### src/rtl/spi_pkg.sv
// Shared SPI slave types: FSM state encoding, read sub-phase encoding, RAM command codes.
// Latency: n/a (types and constants only).
// Backpressure: n/a.
package spi_pkg;

    // Top-level frame FSM states
    typedef enum logic [2:0] {
        IDLE,
        CHK_CMD,
        WRITE,
        READ_ADD,
        READ_DATA
    } state_t;

    // Sub-phase inside READ_DATA: receive the frame, wait for the RAM byte,
    // shift it out on MISO, then sit quietly until SS_n rises
    typedef enum logic [1:0] {
        RD_RX,
        RD_WAIT,
        RD_SHIFT,
        RD_DONE
    } rd_phase_t;

    // RAM command codes carried in frame bits [9:8]
    localparam logic [1:0] CMD_WR_ADDR = 2'b00;
    localparam logic [1:0] CMD_WR_DATA = 2'b01;
    localparam logic [1:0] CMD_RD_ADDR = 2'b10;
    localparam logic [1:0] CMD_RD_DATA = 2'b11;

    localparam int FRAME_W = 10;

endpackage

### src/rtl/spi_slave.sv
// SPI slave: deserialises 10-bit MOSI frames to the RAM and serialises the RAM read byte on MISO.
// Latency: rx_valid one cycle after the 10th frame bit; MISO bit 7 one cycle after tx_valid capture.
// Backpressure: none; SS_n high aborts any frame or MISO transfer on the next edge.
//
// Ports:
//   clk, rst_n        - clock, asynchronous active-low reset
//   SS_n, MOSI, MISO  - SPI slave select, master data in, read data out
//   rx_data, rx_valid - received frame {cmd[1:0], payload} and its one-cycle qualifier
//   tx_data, tx_valid - RAM read byte and its qualifier (accepted only while awaiting read data)
module spi_slave
    import spi_pkg::*;
#(
    parameter int ADDR_W = 8
) (
    input  logic              clk,
    input  logic              rst_n,
    input  logic              SS_n,
    input  logic              MOSI,
    output logic              MISO,
    output logic [ADDR_W+1:0] rx_data,
    output logic              rx_valid,
    input  logic [ADDR_W-1:0] tx_data,
    input  logic              tx_valid
);

    localparam int FW = ADDR_W + 2;

    state_t            state;
    state_t            state_nxt;
    rd_phase_t         rd_phase;
    logic [3:0]        bit_cnt;
    logic [3:0]        miso_cnt;
    logic [FW-1:0]     rx_shift;
    logic [ADDR_W-1:0] tx_byte;
    logic              rd_addr_received;
    logic              in_frame;

    assign in_frame = (state == WRITE) || (state == READ_ADD) || (state == READ_DATA);

    // State register
    always_ff @(posedge clk or negedge rst_n) begin
        if (!rst_n) begin
            state <= IDLE;
        end else begin
            state <= state_nxt;
        end
    end

    // Next-state logic; the CHK_CMD bit only steers the FSM and is never stored
    always_comb begin
        state_nxt = state;
        case (state)
            IDLE: begin
                if (!SS_n) state_nxt = CHK_CMD;
            end
            CHK_CMD: begin
                if (SS_n)                  state_nxt = IDLE;
                else if (!MOSI)            state_nxt = WRITE;
                else if (rd_addr_received) state_nxt = READ_DATA;
                else                       state_nxt = READ_ADD;
            end
            WRITE, READ_ADD, READ_DATA: begin
                if (SS_n) state_nxt = IDLE;
            end
            default: state_nxt = IDLE;
        endcase
    end

    // Frame shifter, read-address tracking and MISO serialiser.
    // bit_cnt stops at FW once a frame is complete, so trailing MOSI bits are ignored.
    always_ff @(posedge clk or negedge rst_n) begin
        if (!rst_n) begin
            rx_data          <= '0;
            rx_valid         <= 1'b0;
            MISO             <= 1'b0;
            bit_cnt          <= '0;
            miso_cnt         <= '0;
            rx_shift         <= '0;
            tx_byte          <= '0;
            rd_addr_received <= 1'b0;
            rd_phase         <= RD_RX;
        end else begin
            rx_valid <= 1'b0;
            if (!in_frame || SS_n) begin
                // Outside a frame, or aborting one: drop all progress, keep rd_addr_received
                bit_cnt  <= '0;
                miso_cnt <= '0;
                MISO     <= 1'b0;
                rd_phase <= RD_RX;
            end else if (bit_cnt < 4'(FW)) begin
                rx_shift <= {rx_shift[FW-2:0], MOSI};
                bit_cnt  <= bit_cnt + 4'd1;
                if (bit_cnt == 4'(FW - 1)) begin
                    rx_data  <= {rx_shift[FW-2:0], MOSI};
                    rx_valid <= 1'b1;
                    if (state == READ_ADD) begin
                        rd_addr_received <= 1'b1;
                    end
                    if (state == READ_DATA) begin
                        rd_addr_received <= 1'b0;
                        rd_phase         <= RD_WAIT;
                    end
                end
            end else if (state == READ_DATA) begin
                case (rd_phase)
                    RD_WAIT: begin
                        if (tx_valid) begin
                            // Bit 7 goes out directly; the rest shift out of tx_byte
                            tx_byte  <= tx_data;
                            MISO     <= tx_data[ADDR_W-1];
                            miso_cnt <= 4'(ADDR_W - 1);
                            rd_phase <= RD_SHIFT;
                        end
                    end
                    RD_SHIFT: begin
                        if (miso_cnt != 4'd0) begin
                            MISO     <= tx_byte[ADDR_W-2];
                            tx_byte  <= {tx_byte[ADDR_W-2:0], 1'b0};
                            miso_cnt <= miso_cnt - 4'd1;
                        end else begin
                            MISO     <= 1'b0;
                            rd_phase <= RD_DONE;
                        end
                    end
                    default: MISO <= 1'b0;
                endcase
            end
        end
    end

endmodule
### config.mk
export PLATFORM = sky130hd
export DESIGN_NAME = spi_slave
export DESIGN_NICKNAME = d
export VERILOG_FILES = /design/src/rtl/spi_pkg.sv /design/src/rtl/spi_slave.sv
export SDC_FILE = /design/constraint.sdc
export NUM_CORES = 1
export LEC_CHECK = 0
export CORE_UTILIZATION = 49
export DETAILED_ROUTE_END_ITERATION = 16
export PLACE_DENSITY = 0.71
export SETUP_SLACK_MARGIN = 0.05
export SYNTH_ARGS = -nofsm -noshare
export SYNTH_HDL_FRONTEND = slang
export SYNTH_SLANG_ARGS = --single-unit
### constraint.sdc
create_clock -name clk -period 2.2 [get_ports clk]
set_input_delay 0.22 -clock clk [delete_from_list [all_inputs] [get_ports clk]]
set_output_delay 0.22 -clock clk [all_outputs]
set_load 0.01 [all_outputs]
==> results by group <==
Global route
  • First-pass GRT wire length: approximately 6.5 mm
  • Grt total ovfl: 0
  • Pin count of the biggest net entering global routing: between 40 and 50
  • Vias in the first global route: 1,446
  • Initial antenna violation count: 0
  • GRT Util Overall: 20.0%

Floorplanning
  • Die X-Extent: 65.9 um
  • Boundary pin count: 25
  • Die area: ~0.0043 sq mm
  • Row count: 22
  • CORE AREA: 0.00380 sq mm
  • Die height: between 60 and 70 um
  • Starting Density: between 50% and 60%

Drt
  • Via density: around 5.6
  • DRC viols: 0
  • Routed WL per cell: approximately 15 um
  • Routed Antenna Nets: 0
  • Drt total wl: 3.76 mm
  • Vias: 1,416
  • Drt initial violations: 65
  • DRT Pass-1 Iters: 5

Synth
  • Top-count cell post-synth: dfrtp_1
  • Post-synth top area share: between 50% and 60%
  • Count of cell types in the netlist: 42
  • Syn Nets: around 180
  • Yosys warns: 0
  • Top cells by count, synth: dfrtp_1, mux2_2, inv_1, nor2_1
  • Most used DFF post-synth: dfrtp_1
  • Seq/Total Area, Yosys: 52.5%
  • Post-synth top area cell: dfrtp_1
  • Synthesized instance count: 165
  • Synth area leaders: dfrtp_1, mux2_2, ha_1
  • Post-synth EDFFs: 0
  • Fraction of registers with async set/reset: between 90% and 100%
  • Avg Cell Area, Syn: 12.1 sq um
  • Cell Area, Synth: ~0.0020 sq mm
  • Seq cells post-synth: 42

Placement
  • GPL Wtd Cong: 0.824
  • Placed cells: 246
  • DPL Wire Length: 2.70 mm
  • Port Buffers: 24

Setup path
  • CP required: 2390 ps
  • R2R cell count: 5
  • Crit Path Class: reg -> reg
  • Reg-to-Reg End: tx_byte[1]
  • Critical Path Sink Type: register
  • Crit-path max FO: 7
  • Startpoint Class: register
  • Crit path from: state[1]
  • Reg2reg start: state[1]
  • R2r setup slk: 120 ps
  • Worst EP arrival: 2270 ps

Layout
  • Ant diodes: 0
  • Layout area overhead: 23.6%
  • Filler-free cell count of the finished design: 254
  • Layout cell share with drive strength beyond 1: a little under a third
  • Final #Nets: 223

Clock network
  • Quantity of hold-fixing buffers added after cts: 0
  • Clock Pin Slew Worst Setup and Hold Paths: 80 ps
  • Clock Sinks: 42
  • Number of H-tree levels: 2
  • Clk_lat worst skew: 300 ps
  • Clock Tree Root: clkbuf_8
  • Clock tree from TritonCTS: built
  • Setup Buffers After CTS: 0
  • CTS Buffer Depth: 2
  • Cts repair resizes: 0
  • Total CTS buffers: 5

Pwr
  • PwrDens: approximately 650 mW/mm^2
  • VDD IR-drop max: about 0.48 mV
  • Overall Power: 1600 uW
  • Leakage: 0.00112 uW

Worst hold path
  • Worst hold path type: in -> async

Timing
  • FMAX: around 0.48 GHz
  • Max Transition Viols Final: 0
  • Fin Setup TNS: 0 ps
  • Slew at the pin closest to its max-slew limit: roughly 900 ps
  • Min Tclk post-route: 2080 ps
  • Slew HR: 40.1%
  • RSZ-0062 raised after global routing: false
  • Endpoints failing hold: 0
  • Final Skew: 5.56 ps
  • Final critical-path share of the clock period: 94.7%
  • Setup Viol. Count Final: 0

Run
  • Max_cap viols: 0

Run status
  • Outcome: complete, no violations
-- worst max path at each step --
| stage | endpoint | slack, ps |
|---|---|---|
| global route | tx_byte[1] | 60 |
| floorplan | tx_byte[1] | 70 |
| finish | tx_byte[1] | 120 |
| CTS | tx_byte[2] | 90 |
| detailed placement | rx_shift[3] | -40 |
| global placement | rx_shift[2] | 60 |
-- cells by family (layout without fill, tap and decap cells) --
kind of cell | after synthesis | in the layout | synth area share [%]
simple gates | 36 | 36 | 10.9
buf+inv | 18 | 59 | 3.94
fa+ha+maj | 5 | 5 | 3.13
flops | 42 | 42 | 52.5
xor+xnor | 2 | 2 | 0.876
compound gates | 29 | 29 | 10.1
mux | 33 | 33 | 18.4
-- per-stage QoR --
stage	util, %	hold slack (ps)	instance area [sq um]	setup WS [ps]
detailed placement	62.7	400	2380	-40.1
CTS	65.0	76.5	2470	86.4
global route	65.1	126	2470	62.0
floorplan	-	-75.6	2000	67.4
global placement	62.7	392	2380	62.0
finish	65.1	45.9	2470	117
-- final cells by class --
class	instances	area, sq um
Fill cell	296	1330
Sequential cell	42	1050
Multi-Input combinational cell	105	871
Timing Repair Buffer	41	367
Clock buffer	5	68.8
Tap cell	48	60.1
Inverter	10	37.5
Clock inverter	3	18.8
-- critical path: stages (launching register included) --
cell and delay [ps]:
dfrtp_1 380, or3b_1 410, or4_4 560, nor3_4 150, buf_6 150, mux2_2 330
-- metal layers --
layer | up-vias | global-route usage (%) | wire length (um)
met3 | 8 | 5.52 | 189
met1 | 697 | 24.1 | 1690
li1 | 672 | - | -
met2 | 39 | 33.7 | 1810
met5 | - | 0 | 0
met4 | 0 | 7.88 | 69
-- placed cells by master (no fill, tap or decap), types with 3 or more instances in the layout --
cell type	synthesis	routed
ha_1	5	5
a21oi_1	4	4
inv_1	10	10
a22o_1	3	3
buf_4	1	16
clkbuf_8	0	5
clkdlybuf4s50_1	0	23
a211oi_1	3	3
mux2_2	31	31
dfrtp_1	42	42
o21ai_0	7	6
nor2_1	9	9
nand2_1	7	7
nor3_1	4	4
-- sequential cells by signal (all words and copies together) (netlist names) --
name,cells
rx_data,10
rx_shift,9
tx_byte,7
bit_cnt,4
miso_cnt,4
state,3
rd_phase,2
MISO,1
rd_addr_received,1
rx_valid,1
-- where the power goes --
group,internal (uW),switching [uW],leakage (uW)
Sequential,854,55.8,0.000565
Clock,223,268,0.0000483
Combinational,120,83.5,0.000511
Total,1200,408,0.00112
No activity file was read; power rests on OpenSTA's default activity.
